## src/rtl/decode_hazard_unit.sv

```systemverilog
// Decode stage of the pipelined MIPS core: one-hot instruction class, a two-slot
// Tnew/Tuse scoreboard over E and M, and the D/E pipeline register with bubble insertion.
module decode_hazard_unit #(
    parameter logic EXT_ISA   = 1'b1,
    parameter logic HAZARD_EN = 1'b1,
    parameter int   LOAD_TNEW = 2
) (
    input  logic        clk,
    input  logic        reset,
    input  logic [31:0] instr_d,
    input  logic        valid_d,
    input  logic        flush_e,
    output logic [13:0] op_d,
    output logic        illegal_d,
    output logic        stall_d,
    output logic [13:0] op_e,
    output logic [4:0]  rs_e,
    output logic [4:0]  rt_e,
    output logic [4:0]  wa_e,
    output logic        valid_e
);

    localparam int OP_ADDU  = 0;
    localparam int OP_SUBU  = 1;
    localparam int OP_ORI   = 2;
    localparam int OP_LW    = 3;
    localparam int OP_SW    = 4;
    localparam int OP_BEQ   = 5;
    localparam int OP_LUI   = 6;
    localparam int OP_JAL   = 7;
    localparam int OP_JR    = 8;
    localparam int OP_ADDIU = 9;
    localparam int OP_SLT   = 10;
    localparam int OP_SLL   = 11;
    localparam int OP_J     = 12;
    localparam int OP_BNE   = 13;

    localparam logic [5:0] OPC_RTYPE = 6'b000000;
    localparam logic [5:0] OPC_ORI   = 6'b001101;
    localparam logic [5:0] OPC_LW    = 6'b100011;
    localparam logic [5:0] OPC_SW    = 6'b101011;
    localparam logic [5:0] OPC_BEQ   = 6'b000100;
    localparam logic [5:0] OPC_LUI   = 6'b001111;
    localparam logic [5:0] OPC_JAL   = 6'b000011;
    localparam logic [5:0] OPC_ADDIU = 6'b001001;
    localparam logic [5:0] OPC_J     = 6'b000010;
    localparam logic [5:0] OPC_BNE   = 6'b000101;

    localparam logic [5:0] FN_ADDU = 6'b100001;
    localparam logic [5:0] FN_SUBU = 6'b100011;
    localparam logic [5:0] FN_JR   = 6'b001000;
    localparam logic [5:0] FN_SLT  = 6'b101010;
    localparam logic [5:0] FN_SLL  = 6'b000000;

    localparam logic [1:0]  LW_TNEW = 2'(LOAD_TNEW);
    localparam logic [13:0] OP_MASK = EXT_ISA ? 14'h3FFF : 14'h01FF;

    // Instruction fields
    logic [5:0]  w_opcode;
    logic [5:0]  w_funct;
    logic [4:0]  w_rs;
    logic [4:0]  w_rt;
    logic [4:0]  w_rd;

    assign w_opcode = instr_d[31:26];
    assign w_funct  = instr_d[5:0];
    assign w_rs     = instr_d[25:21];
    assign w_rt     = instr_d[20:16];
    assign w_rd     = instr_d[15:11];

    // Decode
    logic [13:0] w_op_raw;

    always_comb begin
        w_op_raw = '0;
        if (w_opcode == OPC_RTYPE) begin
            w_op_raw[OP_ADDU] = (w_funct == FN_ADDU);
            w_op_raw[OP_SUBU] = (w_funct == FN_SUBU);
            w_op_raw[OP_JR]   = (w_funct == FN_JR);
            w_op_raw[OP_SLT]  = (w_funct == FN_SLT);
            w_op_raw[OP_SLL]  = (w_funct == FN_SLL);
        end
        w_op_raw[OP_ORI]   = (w_opcode == OPC_ORI);
        w_op_raw[OP_LW]    = (w_opcode == OPC_LW);
        w_op_raw[OP_SW]    = (w_opcode == OPC_SW);
        w_op_raw[OP_BEQ]   = (w_opcode == OPC_BEQ);
        w_op_raw[OP_LUI]   = (w_opcode == OPC_LUI);
        w_op_raw[OP_JAL]   = (w_opcode == OPC_JAL);
        w_op_raw[OP_ADDIU] = (w_opcode == OPC_ADDIU);
        w_op_raw[OP_J]     = (w_opcode == OPC_J);
        w_op_raw[OP_BNE]   = (w_opcode == OPC_BNE);
    end

    // Without the extension the all-zero word lands here as a masked sll, i.e. a legal nop
    assign op_d      = w_op_raw & OP_MASK;
    assign illegal_d = valid_d && (instr_d != 32'd0) && (op_d == 14'd0);

    // Operand usage and Tuse
    logic       w_rs_used;
    logic [1:0] w_rs_tuse;
    logic       w_rt_used;
    logic [1:0] w_rt_tuse;

    always_comb begin
        w_rs_used = 1'b0;
        w_rs_tuse = 2'd0;
        if (op_d[OP_BEQ] || op_d[OP_BNE] || op_d[OP_JR]) begin
            w_rs_used = 1'b1;
            w_rs_tuse = 2'd0;
        end else if (op_d[OP_ADDU] || op_d[OP_SUBU] || op_d[OP_SLT] || op_d[OP_ORI] ||
                     op_d[OP_ADDIU] || op_d[OP_LW] || op_d[OP_SW]) begin
            w_rs_used = 1'b1;
            w_rs_tuse = 2'd1;
        end
    end

    always_comb begin
        w_rt_used = 1'b0;
        w_rt_tuse = 2'd0;
        if (op_d[OP_BEQ] || op_d[OP_BNE]) begin
            w_rt_used = 1'b1;
            w_rt_tuse = 2'd0;
        end else if (op_d[OP_ADDU] || op_d[OP_SUBU] || op_d[OP_SLT] || op_d[OP_SLL]) begin
            w_rt_used = 1'b1;
            w_rt_tuse = 2'd1;
        end else if (op_d[OP_SW]) begin
            w_rt_used = 1'b1;
            w_rt_tuse = 2'd2;
        end
    end

    // Write address and Tnew at E
    logic [4:0] w_wa_d;
    logic [1:0] w_tnew_d;

    always_comb begin
        w_wa_d   = 5'd0;
        w_tnew_d = 2'd0;
        if (op_d[OP_ADDU] || op_d[OP_SUBU] || op_d[OP_SLT] || op_d[OP_SLL]) begin
            w_wa_d   = w_rd;
            w_tnew_d = 2'd1;
        end else if (op_d[OP_ORI] || op_d[OP_LUI] || op_d[OP_ADDIU]) begin
            w_wa_d   = w_rt;
            w_tnew_d = 2'd1;
        end else if (op_d[OP_LW]) begin
            w_wa_d   = w_rt;
            w_tnew_d = LW_TNEW;
        end else if (op_d[OP_JAL]) begin
            w_wa_d   = 5'd31;
            w_tnew_d = 2'd0;
        end
    end

    // Scoreboard and D/E register state
    logic [13:0] r_op_e;
    logic [4:0]  r_rs_e;
    logic [4:0]  r_rt_e;
    logic [4:0]  r_wa_e;
    logic [1:0]  r_tnew_e;
    logic        r_valid_e;
    logic [4:0]  r_wa_m;
    logic [1:0]  r_tnew_m;

    logic [1:0][4:0] w_slot_wa;
    logic [1:0][1:0] w_slot_tnew;
    logic [1:0]      w_hit_rs;
    logic [1:0]      w_hit_rt;

    assign w_slot_wa[0]   = r_wa_e;
    assign w_slot_tnew[0] = r_tnew_e;
    assign w_slot_wa[1]   = r_wa_m;
    assign w_slot_tnew[1] = r_tnew_m;

    genvar gi;
    generate
        for (gi = 0; gi < 2; gi++) begin : g_slot
            assign w_hit_rs[gi] = w_rs_used && (w_rs != 5'd0) && (w_rs == w_slot_wa[gi]) &&
                                  (w_slot_tnew[gi] > w_rs_tuse);
            assign w_hit_rt[gi] = w_rt_used && (w_rt != 5'd0) && (w_rt == w_slot_wa[gi]) &&
                                  (w_slot_tnew[gi] > w_rt_tuse);
        end
    endgenerate

    logic w_hazard;
    logic w_load;

    assign w_hazard = (|w_hit_rs) || (|w_hit_rt);
    assign stall_d  = HAZARD_EN && valid_d && w_hazard;
    // Illegal words are nops, so they enter E as a bubble rather than a valid instruction
    assign w_load   = valid_d && !illegal_d && !stall_d && !flush_e;

    always_ff @(posedge clk) begin
        if (reset) begin
            r_op_e    <= '0;
            r_rs_e    <= '0;
            r_rt_e    <= '0;
            r_wa_e    <= '0;
            r_tnew_e  <= '0;
            r_valid_e <= 1'b0;
            r_wa_m    <= '0;
            r_tnew_m  <= '0;
        end else begin
            // M advances every edge regardless of stall or flush
            r_wa_m   <= r_wa_e;
            r_tnew_m <= (r_tnew_e == 2'd0) ? 2'd0 : r_tnew_e - 2'd1;
            if (w_load) begin
                r_op_e    <= op_d;
                r_rs_e    <= w_rs;
                r_rt_e    <= w_rt;
                r_wa_e    <= w_wa_d;
                r_tnew_e  <= w_tnew_d;
                r_valid_e <= 1'b1;
            end else begin
                r_op_e    <= '0;
                r_rs_e    <= '0;
                r_rt_e    <= '0;
                r_wa_e    <= '0;
                r_tnew_e  <= '0;
                r_valid_e <= 1'b0;
            end
        end
    end

    assign op_e    = r_op_e;
    assign rs_e    = r_rs_e;
    assign rt_e    = r_rt_e;
    assign wa_e    = r_wa_e;
    assign valid_e = r_valid_e;

endmodule
```

## config.mk

```make
export PLATFORM = sky130hd
export DESIGN_NAME = decode_hazard_unit
export DESIGN_NICKNAME = d
export VERILOG_FILES = /design/src/rtl/decode_hazard_unit.sv
export SDC_FILE = /design/constraint.sdc
export NUM_CORES = 1
export LEC_CHECK = 0
export ABC_AREA = 0
export CORE_MARGIN = 2
export CORE_UTILIZATION = 25
export DETAILED_ROUTE_END_ITERATION = 7
export PLACE_DENSITY = 0.62
export SETUP_SLACK_MARGIN = 0.2
export SLEW_MARGIN = 0
export SYNTH_ARGS = -nofsm -noshare
export SYNTH_HDL_FRONTEND = slang
export SYNTH_SLANG_ARGS = --single-unit
```

## constraint.sdc

```tcl
create_clock -name clk -period 4.2 [get_ports clk]
set_input_delay 0.84 -clock clk [delete_from_list [all_inputs] [get_ports clk]]
set_output_delay 0.84 -clock clk [all_outputs]
set_load 0.03 [all_outputs]
```

==> qor.csv, run 1 <==
stage,metric,value,unit
timing,Fin Setup TNS,0,ns
drt,DRT Pass-1 Iters,4,
clock_tree,"Clk pin slew, worst setup/hold paths",0.08,ns
layout,fillers,827,
floorplanning,core area,8090,µm²
critical_path,Reg2Reg Setup Slack,2.14,ns
drt,DR vias/cell,4.45,
pwr,power share of the clock group,39.8,%
logic_synthesis,cell area after synthesis,2060,µm²
pwr,static leakage,1.14,nW
pwr,sw frac,24.7,%
worst_hold_path,Worst Hold Path EP,r_tnew_m[0],
critical_path,largest fanout on the critical path,4,
logic_synthesis,simple-gate share of the synthesized area,32.3,%
drt,Iteration-0 DRC Markers,61,
floorplanning,die area,9000,µm²
worst_hold_path,hold_sp,r_tnew_e[0],
critical_path,worst path required time,3.36,ns
timing,post-route minimum period,3.92,ns
timing,Worst Max-Slew Pin Slew,0.704,ns
place,number of port buffers,76,
logic_synthesis,register area share after synthesis,37.8,%
critical_path,critical path type,in -> out,
timing,Final Hold Fails,0,
logic_synthesis,adder-cell share of the synthesized area,3.03,%
worst_hold_path,hold path cells,1,
timing,clock skew,0.00826,ns
global_route,largest net degree at the start of global routing,19,
logic_synthesis,ys async rst share,0,%
layout,area grow syn2layout,53.4,%
logic_synthesis,synthesized area per cell,9.21,µm²
drt,drt drc,0,
drt,drt total wl,5800,µm
pwr,maximum vdd drop,0.114,mV
pwr,"Power, Total",0.801,mW
global_route,GRT Overall Usage,12.8,%
timing,RSZ-0062 raised after global routing,yes,
timing,Final setup violation count,0,
critical_path,startpoint types,input pin,
pwr,Int Pwr,0.603,mW
flow_run,Max Cap Violations,0,
clock_tree,Clock Latency Late Sink,0.29,ns
layout,layout cell share with drive strength beyond 1,16.4,%
logic_synthesis,Cells after Synth,224,
worst_hold_path,Hold Path Class,reg -> reg,
place,DP Wirelength,4550,µm
global_route,GR Overflow Total,0,
logic_synthesis,YS warnings,0,
logic_synthesis,"FF+latch count, synth",39,
drt,Final ANT Viol Nets,0,
clock_tree,maximum root-to-sink buffer count,2,
clock_tree,Num CTS Buffers,5,
place,RePlAce Congestion,0.812,
pwr,switching power,0.198,mW
timing,f_max,255,MHz
status,status,"finished, final reports clean",
global_route,number of global-route vias before repair,1835,
global_route,first-pass GRT wire length,8910,µm
critical_path,RR Startpoint,r_tnew_m[1],
floorplanning,Die Wd,94.8,µm
pwr,total power divided by cell area,253,nW/µm²
floorplanning,io pins,82,
clock_tree,CTS tree,done,
logic_synthesis,compound-cell area share of the yosys netlist,9.58,%
global_route,initial antenna violation count,0,
floorplanning,die height,94.8,µm
timing,Slew headroom,52.7,%
logic_synthesis,mux contribution to synthesized area,0.485,%
timing,max-slew violation count,0,
drt,DR vias,1880,
logic_synthesis,syn nets,265,
clock_tree,clk sinks,39,
drt,Routed WL per cell,13.7,µm
critical_path,CP endpoint kind,output port,
timing,WHS,0.431,ns
floorplanning,Initial Utilization,25.5,%
critical_path,Worst R2R End,op_e[13],
critical_path,worst-case reg-to-reg path depth,9,
pwr,sequential share of power,46.3,%
layout,Layout Nets,357,
logic_synthesis,"EDFF count, synth",0,
pwr,combinational power share,14.0,%
clock_tree,root buf cell,clkbuf_8,
clock_tree,H-tree levels,2,
layout,antenna diode count,0,
critical_path,"Data arrival, critical path",3.08,ns
logic_synthesis,top_reg_cell synth,dfxtp_1,
clock_tree,# hold bufs at CTS,0,
timing,Final period util,93.3,%
logic_synthesis,largest family of logic cells by synthesized area,simple AND/OR/NAND/NOR gates,
floorplanning,row count,33,
logic_synthesis,Synth Area in XOR/XNOR,8.91,%
logic_synthesis,post-synth cell types,46,
[critical path, stage by stage]
cell and delay, ns:
clkdlybuf4s50_1 0.42, or3_4 0.39, a21oi_2 0.12, o21a_2 0.22
ha_1 0.25, nand2_1 0.07, o2111ai_1 0.09, o22ai_1 0.19
o311a_4 0.23, o21a_1 0.13, buf_6 0.13
[power groups by stage]
stage | Clock [mW] | Combinational [mW] | Sequential [mW]
after detailed placement | 0 | 0.111 | 0.380
final | 0.318 | 0.112 | 0.371
after global routing | 0.341 | 0.120 | 0.371
after CTS | 0.328 | 0.111 | 0.371
after floorplan | 0 | 0.0522 | 0.382
after global placement | 0 | 0.111 | 0.379
[routing by layer]
metal  vias up  part of all wire (%)  global-route usage [%]
met3         2                   5.5                    3.19
met2        53                    49                    22.6
met4         0                  0.47                    2.66
met1       870                    45                    15.9
li1        955                     -                       -
met5         -                     0                       0
[how the worst max path moves through the flow]
stage                start      end  slack [ns]  depth (start not counted)
5_1_grt         instr_d[1]  stall_d        0.15                         11
4_1_cts         instr_d[3]  stall_d        0.20                         11
2_1_floorplan  instr_d[26]  stall_d        0.56                         11
3_3_place_gp   instr_d[26]  stall_d        0.08                         11
6_report        instr_d[1]  stall_d        0.28                         11
3_5_place_dp   instr_d[27]  stall_d        0.06                         11
[cell usage in the layout, fill, tap and decap left out, drive strengths merged, types with 3 or more instances in the layout]
cell,synthesis,final
dfxtp,39,39
dlymetal6s2s,0,3
xnor2,21,21
nand3b,4,4
nor4,6,6
nand2,9,9
clkdlybuf4s50,0,70
a21oi,4,4
a221oi,5,5
nand3,12,12
nor2b,10,10
nor3,16,16
nor3b,6,6
clkbuf,1,5
nor2,30,30
inv,17,17
o22ai,3,3
ha,5,5
buf,10,21
[registers in the layout, summed over array words and instances (netlist names)]
| register | cells |
|---|---|
| valid_e | 1 |
| rs_e | 5 |
| wa_e | 5 |
| op_e | 14 |
| r_wa_m | 5 |
| r_tnew_m | 2 |
| rt_e | 5 |
| r_tnew_e | 2 |
[area by class of cell]
type                    instances  area (µm²)  share of cell area, %
clock buffers                   5        68.8                   2.17
repair buffers                 96         933                   29.5
clock inverters                 3        43.8                   1.38
flip-flops and latches         39         781                   24.7
well taps                     105         131                   4.15
multi-input cells             157        1140                   36.1
inverters                      17        63.8                   2.02
[synth_stat cells (4+ instances only)]
cell type / number / share of area (%)
nor2_4: 9 / 4.9
nor4_1: 5 / 1.5
a221oi_1: 5 / 2.1
nand3_1: 12 / 2.9
xnor2_1: 21 / 8.9
dfxtp_1: 39 / 38
a21oi_1: 4 / 0.97
buf_6: 4 / 2.2
nor3_1: 15 / 3.6
ha_1: 5 / 3.0
nor3b_1: 6 / 2.2
nor2_1: 21 / 3.8
nor2b_1: 9 / 2.7
nand2_1: 9 / 1.6
inv_1: 16 / 2.9
[per-stage QoR]
| step | util, % | area, µm² | setup slack [ns] | std cells |
|---|---|---|---|---|
| final | 39.1 | 3170 | 0.281 | 422 |
| after global routing | 39.1 | 3170 | 0.149 | 422 |
| after CTS | 38.7 | 3130 | 0.205 | 422 |
| after detailed placement | 37.2 | 3010 | 0.0579 | 413 |
| after global placement | 37.2 | 3010 | 0.0842 | 413 |
| after floorplan | - | 2060 | 0.561 | 224 |
[cell families after synthesis]
group / after synthesis
DFF: 39
AOI/OAI and AO/OA: 25
and+or+nand+nor: 105
muxes: 1
adders and majority gates: 5
buffers and inverters: 28
xor gates and xnor gates: 21
[what timing repair did]
action	in CTS	in global routing
endpoints found under the setup margin	1	2
gates resized for setup	4	8
buffers inserted	1	0
pin swaps	2	9
Power figures use the tool's default switching activity.
==> run 2, diff against run 1 <==
--- a/config.mk
+++ b/config.mk
@@ -6,7 +6,7 @@
 export NUM_CORES = 1
 export LEC_CHECK = 0
 export ABC_AREA = 0
-export CORE_MARGIN = 2
+export CORE_MARGIN = 10
 export CORE_UTILIZATION = 25
 export DETAILED_ROUTE_END_ITERATION = 7
 export PLACE_DENSITY = 0.62
==> qor.csv, run 2 (same netlist as run 1, synthesis figures left out) <==
stage,metric,value,unit
critical_path,CP top delay family,buffers and inverters,
timing,Final Hold Fails,0,
floorplanning,die area,12300,µm²
pwr,maximum vdd drop,0.128,mV
drt,DR vias/cell,4.63,
clock_tree,Num CTS Buffers,5,
critical_path,worst path required time,3.36,ns
global_route,first-pass GRT wire length,10400,µm
critical_path,CP dominant cell by count,buf_6,
global_route,initial antenna violation count,0,
place,placed instance count,412,
critical_path,critical path type,in -> out,
place,Setup WS pre-CTS,0.0567,ns
worst_hold_path,hold path cells,1,
place,DP Wirelength,5150,µm
clock_tree,maximum root-to-sink buffer count,2,
drt,DR vias,1958,
critical_path,CP peak stage delay,0.47,ns
critical_path,startpoint types,input pin,
floorplanning,core area,8130,µm²
layout,fillers,845,
clock_tree,"Clk pin slew, worst setup/hold paths",0.09,ns
layout,register area,781,µm²
critical_path,worst-case reg-to-reg path depth,9,
layout,antenna diode count,0,
status,status,"finished, final reports clean",
drt,Iteration-0 DRC Markers,66,
floorplanning,die height,111,µm
floorplanning,Initial Utilization,25.4,%
drt,Routed WL per cell,15.4,µm
clock_tree,H-tree levels,2,
flow_run,Max Cap Violations,0,
global_route,GR Overflow Total,0,
pwr,total power divided by cell area,255,nW/µm²
timing,max-slew violation count,0,
floorplanning,row count,33,
critical_path,"Data arrival, critical path",3.10,ns
clock_tree,CTS tree,done,
global_route,largest net degree at the start of global routing,19,
clock_tree,Clock Latency Late Sink,0.30,ns
place,number of port buffers,76,
clock_tree,# hold bufs at CTS,0,
critical_path,crit path cell chain,clkdlybuf4s50_1 > buf_6 > nor2b_4 > nand4_1 > ha_1 > nor2b_1 > o2111ai_1 > o22ai_2 > o311a_4 > o21a_1 > buf_6,
layout,Final Instance Count excl. Fillers,423,
drt,drt total wl,6510,µm
timing,Worst Slack Setup Final,0.256,ns
layout,highest-count cells in the layout ignoring fill and taps,"clkdlybuf4s50_1 (71), dfxtp_1 (39), nor2_1 (21), xnor2_1 (21), buf_4 (19)",
timing,Final period util,93.9,%
critical_path,CP endpoint kind,output port,
drt,Final ANT Viol Nets,0,
layout,layout cell share with drive strength beyond 1,16.0,%
clock_tree,root buf cell,clkbuf_8,
layout,area grow syn2layout,52.8,%
layout,Multi-input gate area,1130,µm²
timing,f_max,254,MHz
timing,RSZ-0062 raised after global routing,yes,
layout,Layout Nets,358,
critical_path,CP Depth,11,
global_route,GRT Overall Usage,10.3,%
timing,Fin Setup TNS,0,ns
clock_tree,clk sinks,39,
floorplanning,Die Wd,111,µm
timing,Worst Max-Slew Pin Slew,0.725,ns
critical_path,CP max stage cell,clkdlybuf4s50_1,
pwr,static leakage,1.13,nW
timing,clock skew,0.0101,ns
layout,"most common cell after layout, fill and taps aside",clkdlybuf4s50_1,
timing,Final setup violation count,0,
drt,drt drc,0,
worst_hold_path,Hold Path Class,reg -> reg,
place,RePlAce Congestion,0.834,
timing,post-route minimum period,3.94,ns
critical_path,largest fanout on the critical path,9,
floorplanning,io pins,82,
global_route,number of global-route vias before repair,2046,
critical_path,Bufs and invs on worst path,3,
timing,Slew headroom,51.3,%
drt,DRT Pass-1 Iters,4,
layout,max reg flops,14,
## run 2: cell types whose count changed in the layout (fill, tap and decap cells not counted)
cell	change
a21oi_1	+1
a21oi_2	-1
buf_4	+1
clkdlybuf4s50_1	+1
dlygate4sd2_1	+1
dlymetal6s2s_1	-2
ha_1	+1
ha_4	-1
o22ai_1	-1
o22ai_2	+1
or3_1	+1
or3_4	-1
## run 2: metrics by stage
stage / hold slack (ns) / util (%) / area, µm² / total power, mW
after floorplan: 0.398 / - / 2060 / 0.434
after global placement: 0.413 / 36.9 / 3000 / 0.489
after detailed placement: 0.431 / 36.9 / 3000 / 0.491
after CTS: 0.439 / 38.6 / 3140 / 0.813
after global routing: 0.458 / 38.7 / 3150 / 0.836
final: 0.427 / 38.7 / 3150 / 0.802
## run 2: final cells by class
class / instances / share of cell area (%)
Tap cell: 105 / 4.17
Multi-Input combinational cell: 157 / 35.8
Inverter: 17 / 2.02
Clock inverter: 3 / 1.39
Timing Repair Buffer: 97 / 29.7
Clock buffer: 5 / 2.18
Sequential cell: 39 / 24.8
## run 2: path summary, 6_finish.rpt
path               start     endpoint  slack (ns)
max          instr_d[28]      stall_d        0.26
min          r_tnew_e[0]  r_tnew_m[0]        0.43
max reg2reg  r_tnew_e[1]     op_e[13]        2.14
min reg2reg  r_tnew_e[0]  r_tnew_m[0]        0.43
## run 2: timing repair
action	4_1_cts	5_1_grt
setup endpoints to repair	1	2
pin swaps	10	2
gates resized for setup	6	3
setup buffers	3	0
## run 2: routing by layer
metal	up-vias	global-route usage, %	share of wire (%)
li1	963	-	-
met4	0	2.60	2.2
met1	898	11.4	41
met3	17	5.19	9.6
met5	-	0	0
met2	80	17.1	47
## run 2: power breakdown
group	internal, mW	switching, mW
Clock	0.177	0.143
Sequential	0.370	0.000336
Combinational	0.0555	0.0561
Total	0.603	0.199
